## config.mk

```make
export PLATFORM = sky130hd
export DESIGN_NAME = rx_byte_ctrl
export DESIGN_NICKNAME = d
export VERILOG_FILES = /design/src/rtl/rx_ctrl_pkg.sv /design/src/rtl/rx_bit_counter.sv /design/src/rtl/rx_byte_ctrl.sv
export SDC_FILE = /design/constraint.sdc
export NUM_CORES = 1
export LEC_CHECK = 0
export ABC_AREA = 1
export BUFFER_PORTS_ARGS = -buffer_cell sky130_fd_sc_hd__buf_4
export CAP_MARGIN = 40
export CORE_MARGIN = 5
export CORE_UTILIZATION = 51
export DETAILED_ROUTE_END_ITERATION = 10
export GPL_ROUTABILITY_DRIVEN = 0
export MAX_ROUTING_LAYER = met4
export PLACE_DENSITY = 0.78
export REMOVE_ABC_BUFFERS = 1
export SYNTH_ARGS = -nofsm -noshare
export SYNTH_HDL_FRONTEND = slang
export SYNTH_SLANG_ARGS = --single-unit
```

## constraint.sdc

```tcl
create_clock -name clk -period 2 [get_ports clk]
set_input_delay 0.2 -clock clk [delete_from_list [all_inputs] [get_ports clk]]
set_output_delay 0.2 -clock clk [all_outputs]
set_load 0.03 [all_outputs]
```

## src/rtl/rx_ctrl_pkg.sv

```systemverilog
// Shared types and constants for the USB receive byte sequencer.
package rx_ctrl_pkg;

  typedef enum logic [2:0] {
    IDLE      = 3'd0,
    SYNC      = 3'd1,
    RECEIVE   = 3'd2,
    BYTE_DONE = 3'd3,
    EOP_WAIT  = 3'd4,
    ERROR     = 3'd5
  } rx_state_t;

  localparam int         BITS_PER_BYTE = 8;
  localparam logic [7:0] USB_SYNC_BYTE = 8'h80;

  // Count value present while the last bit of a byte is being shifted.
  localparam logic [3:0] LAST_BIT_CNT  = 4'(BITS_PER_BYTE - 1);

  // Saturating 8-bit increment.
  function automatic logic [7:0] sat_inc8(input logic [7:0] v);
    return (v == 8'hFF) ? v : v + 8'd1;
  endfunction

endpackage

```

## src/rtl/rx_bit_counter.sv

```systemverilog
// 4-bit shift counter with synchronous clear; rollover flags a full byte.
module rx_bit_counter
  import rx_ctrl_pkg::*;
(
  input  logic       clk,
  input  logic       n_rst,
  input  logic       clear,
  input  logic       enable,
  output logic [3:0] count,
  output logic       rollover
);

  // Clear has priority over counting so a state change always restarts at 0.
  always_ff @(posedge clk or negedge n_rst) begin
    if (!n_rst) begin
      count <= 4'd0;
    end else if (clear) begin
      count <= 4'd0;
    end else if (enable) begin
      count <= count + 4'd1;
    end
  end

  assign rollover = (count == 4'(BITS_PER_BYTE));

endmodule

```

## src/rtl/rx_byte_ctrl.sv

```systemverilog
// Receive-side sequencer for the 8-bit USB shift register: gates shifting,
// checks SYNC, hands completed bytes downstream and flags framing errors.
// Optional feature macro: RX_BYTE_CTRL_ERR_CNT_EN adds a saturating err_count.
//
// Downstream handshake: byte_ready is a one-cycle valid pulse with no ready
// back-pressure; rx_byte is valid in that cycle and holds until the next pulse.
module rx_byte_ctrl
  import rx_ctrl_pkg::*;
#(
  parameter logic [7:0] SYNC_BYTE = USB_SYNC_BYTE
) (
  input  logic       clk,
  input  logic       n_rst,
  input  logic       start_det,
  input  logic       bit_strobe,
  input  logic       eop,
  input  logic [7:0] rcv_data,
  output logic       shift_enable,
  output logic       byte_ready,
  output logic [7:0] rx_byte,
  output logic       packet_done,
  output logic       rx_error,
  output rx_state_t  state_dbg
`ifdef RX_BYTE_CTRL_ERR_CNT_EN
  ,
  output logic [7:0] err_count
`endif
);

  rx_state_t  state_q;
  rx_state_t  next_state;
  logic [3:0] bit_count;
  logic       rollover;
  logic       cnt_clear;
  logic       entering_error;
  logic       eop_seen;
  logic [7:0] rx_byte_q;

  // eop beats a simultaneous strobe, so no bit is shifted on the EOP cycle.
  assign shift_enable = bit_strobe & ((state_q == SYNC) | (state_q == RECEIVE)) & ~eop;

  // Every state change restarts the bit count; IDLE keeps it parked at 0.
  assign cnt_clear      = (state_q != next_state) | (state_q == IDLE);
  assign entering_error = (next_state == ERROR) & (state_q != ERROR);
  assign state_dbg      = state_q;

  // rcv_data only becomes valid in BYTE_DONE, so rx_byte is forwarded from it
  // in that cycle and held from the capture register afterwards.
  assign rx_byte = (state_q == BYTE_DONE) ? rcv_data : rx_byte_q;

  rx_bit_counter u_bit_counter (
    .clk      (clk),
    .n_rst    (n_rst),
    .clear    (cnt_clear),
    .enable   (shift_enable),
    .count    (bit_count),
    .rollover (rollover)
  );

  // Next-state decode.
  always_comb begin
    next_state = state_q;
    unique case (state_q)
      IDLE: begin
        if (start_det) next_state = SYNC;
      end
      SYNC: begin
        // rollover marks the cycle after the 8th shift, when rcv_data is valid.
        if (eop)           next_state = ERROR;
        else if (rollover) next_state = (rcv_data == SYNC_BYTE) ? RECEIVE : ERROR;
      end
      RECEIVE: begin
        if (eop)                                         next_state = (bit_count == 4'd0) ? EOP_WAIT : ERROR;
        else if (shift_enable && bit_count == LAST_BIT_CNT) next_state = BYTE_DONE;
      end
      BYTE_DONE: next_state = RECEIVE;
      EOP_WAIT: begin
        if (!eop) next_state = IDLE;
      end
      ERROR: begin
        if (eop_seen && !eop) next_state = IDLE;
      end
      default: next_state = IDLE;
    endcase
  end

  // State register and registered status outputs.
  always_ff @(posedge clk or negedge n_rst) begin
    if (!n_rst) begin
      state_q     <= IDLE;
      byte_ready  <= 1'b0;
      packet_done <= 1'b0;
      rx_error    <= 1'b0;
      eop_seen    <= 1'b0;
      rx_byte_q   <= 8'h00;
    end else begin
      state_q     <= next_state;
      byte_ready  <= (next_state == BYTE_DONE);
      packet_done <= (state_q == EOP_WAIT) && (next_state == IDLE);
      if (state_q == IDLE && start_det) begin
        rx_error <= 1'b0;
      end else if (entering_error) begin
        rx_error <= 1'b1;
      end
      // An eop already present on entry counts as seen.
      if (entering_error) begin
        eop_seen <= eop;
      end else if (state_q == ERROR && eop) begin
        eop_seen <= 1'b1;
      end
      if (state_q == BYTE_DONE) begin
        rx_byte_q <= rcv_data;
      end
    end
  end

`ifdef RX_BYTE_CTRL_ERR_CNT_EN
  // Error entry counter, saturating, cleared only by reset.
  always_ff @(posedge clk or negedge n_rst) begin
    if (!n_rst) begin
      err_count <= 8'h00;
    end else if (entering_error) begin
      err_count <= sat_inc8(err_count);
    end
  end
`endif

endmodule

```

==> results.py <==
metrics = {
    "synth": {
        "async_reset_ff_share_pct": 100,
        "synth_area_per_cell_sq_um": 7.46,
        "synth_common_cells": "41 x nand2_1, 22 x inv_1, 19 x dfrtp_1, 15 x nor2_1, 8 x o21ai_0",
        "yosysSeqAreaShare_pct": 45.5,
        "yosys_warnings": 0,
        "yosysTopAreaCellShare_pct": 45.5,
        "yosysMostFrequentCell": "nand2_1",
        "synthesis.area_sq_mm": 0.00104,
        "synth_area_leaders": "dfrtp_1 46%, nand2_1 15%, inv_1 7.9%, nor2_1 5.4%, o21ai_0 3.8%",
        "yosys_most_used_dff": "dfrtp_1",
        "postSynthCellCount": 140,
        "yosys.cell_types.count": 20,
        "synth_top_cell_by_area": "dfrtp_1",
        "synth_seq_cells": 19,
        "synth_enable_flop_cells": 0,
    },
    "pwr": {
        "combPwrFrac_pct": 46.0,
        "seq_power_share_pct": 38.7,
        "p_clk_share_pct": 15.3,
        "power.total_w": 0.00130,
        "intPower_w": 0.000723,
        "powerDensity_mw_per_mm2": 994,
        "vdd_ir_drop_max_uv": 735,
        "p_sw_share_pct": 44.6,
        "p_switching_w": 0.000581,
        "leakage_nw": 0.725,
    },
    "floorplanning": {
        "core_area_sq_mm": 0.00196,
        "dieArea_sq_mm": 0.00305,
        "io_pins": 28,
        "rows": 16,
        "die_width_microns": 55.3,
        "start_util_pct": 53.3,
        "die_h_microns": 55.3,
    },
    "clocking": {
        "path_clk_slew_ns": 0.10,
        "cts_tree": "done",
        "cts_made_buffers": 3,
        "clk_latency_ns": 0.30,
        "cts-root-buf": "clkbuf_4",
        "clk_path_buf_depth": 2,
        "h-tree-depth": 1,
        "cts_sinks": 19,
    },
    "global_routing": {
        "grt_antenna_before_repair": 0,
        "grt-ovfl-total": 0,
        "track_usage_pct": 18.2,
        "grt_max_degree": 20,
        "grt_pass1_wl_mm": 4.40,
        "grt_pass1_vias": 1020,
    },
    "sta": {
        "period_minus_slack_ns": 1.94,
        "finalHoldViolCount": 0,
        "maxSlewHeadroom_pct": 78.5,
        "period_share_pct": 97.2,
        "setup_ws_ns": 0.0568,
        "rsz0062_at_grt": "yes",
        "worst_pin_slew_ns": 0.323,
        "finalSetupViolCount": 0,
        "drv_slew": 0,
        "fmax_mhz": 515,
        "whs_ns": 0.157,
        "finClkSkew_ns": 0.00466,
    },
    "hold_path": {
        "hp-class": "primary input to register",
        "hold_depth": 2,
        "hold_path_end": "rx_byte_q[7]",
        "min_from": "rcv_data[7]",
    },
    "placement": {
        "pre_cts_slack_ns": 0.315,
        "hpwl_mm": 1.71,
        "port_buffers": 27,
    },
    "setup_path": {
        "reg2reg_from": "u_bit_counter.count[0]",
        "end_kind": "primary output",
        "rrSetupSlack_ns": 0.32,
        "worstSetupPathType": "register to primary output",
        "worst_ep_arrival_time_ns": 1.74,
        "required_ns": 1.80,
        "r2r-end": "u_bit_counter.count[0]",
        "worst_r2r_path_depth": 11,
        "critPathLaunchType": "register",
        "path_max_fanout": 16,
    },
    "final_layout": {
        "layout-drive-gt1-share_pct": 26.5,
        "antenna_cells": 0,
        "nFillCells": 165,
        "final_nets": 186,
        "syn2layout_area_growth_pct": 25.5,
    },
    "detailed_routing": {
        "ant_nets": 0,
        "vias": 961,
        "wirelength_mm": 2.41,
        "drtPass1Iterations": 4,
        "drt_drc_violations_left": 0,
        "vias_per_cell": 4.88,
        "wire_per_inst_microns": 12.2,
        "drt_iter0_markers": 32,
    },
    "job": {
        "drv_cap": 0,
    },
    "outcome": {
        "outcome": "completed",
    },
}
-- layout by cell type, fill, tap and decap left out, drive strengths merged --
cell,count
mux2,1
ha,2
dlygate4sd3,1
nor3,1
and3,1
xor2,3
clkbuf,4
nand2,45
o21ai,8
nand3,7
buf,27
a21oi,6
inv,24
nand4,3
dfrtp,19
nor2,18
-- worst max-delay path, cell delays in order (launching register included) --
cell     delay [ns]
dfrtp_1        0.48
nor2_1         0.29
nand2_4        0.18
mux2_2         0.32
buf_4          0.17
-- metrics by stage --
stage	std cells	TNS, ns	instance area [sq um]	util (%)
2_1_floorplan	138	0	1030	-
3_3_place_gp	192	0	1270	64.5
3_5_place_dp	192	0	1270	64.5
4_1_cts	197	0	1310	66.5
5_1_grt	197	-0.0534	1310	66.8
6_report	197	0	1310	66.8
-- layer usage --
layer | vias up | part of all wire, % | track usage, % | wire [microns]
met5 | - | 0 | - | 0
met1 | 426 | 43 | 20.2 | 1030
met2 | 36 | 50 | 31.4 | 1190
met3 | 7 | 6.0 | 3.73 | 145
met4 | 0 | 1.7 | 7.64 | 42
li1 | 492 | - | - | -
-- final cells by class --
class                           count  area [sq um]  share of cell area (%)
Inverter                           24          90.1                    6.87
Clock buffer                        4          26.3                    2.00
Tap cell                           27          33.8                    2.58
Timing Repair Buffer               28           213                    16.2
Sequential cell                    19           477                    36.4
Multi-Input combinational cell     95           472                    36.0
-- worst max path at each step --
| stage | slack, ns | to | from |
|---|---|---|---|
| 2_1_floorplan | 0.01 | rx_byte_q[0] | state_dbg[1] |
| 3_3_place_gp | 0.35 | rx_byte[7] | state_dbg[1] |
| 5_1_grt | -0.03 | rx_byte[1] | state_dbg[2] |
| 3_5_place_dp | 0.32 | u_bit_counter.count[0] | state_dbg[2] |
| 4_1_cts | 0.08 | rx_byte[7] | state_dbg[2] |
| 6_report | 0.06 | rx_byte[7] | state_dbg[2] |
-- registers in the layout, summed over array words and instances (netlist names) --
signal and flops:
byte_ready 1, eop_seen 1, packet_done 1, rx_byte_q 8
rx_error 1, state_dbg 3, u_bit_counter.count 4
-- timing repair --
action,CTS,global route
hold buffers,1,0
cloned,0,0
endpoints found under the hold margin,19,0
setup endpoints to repair,8,8
pin swaps,0,0
buffers inserted,0,0
gates resized for setup,1,5
-- power by group through the flow --
stage,clock network [W],logic [W],registers (W)
floorplan,0,0.000352,0.000565
global placement,0,0.000576,0.000504
detailed placement,0,0.000590,0.000507
CTS,0.000204,0.000597,0.000500
global route,0.000220,0.000659,0.000514
finish,0.000199,0.000599,0.000505
-- cells by family (layout without fill, tap and decap cells) --
kind of cell,Yosys count,count (layout),synth area share (%)
AOI/OAI and AO/OA,14,14,7.43
xor gates and xnor gates,3,3,2.52
adders and majority gates,2,2,2.39
buffers and inverters,26,56,10.1
DFF,19,19,45.5
muxes,1,1,1.08
and+or+nand+nor,75,75,31.0
(Power assumes the default switching activity.)
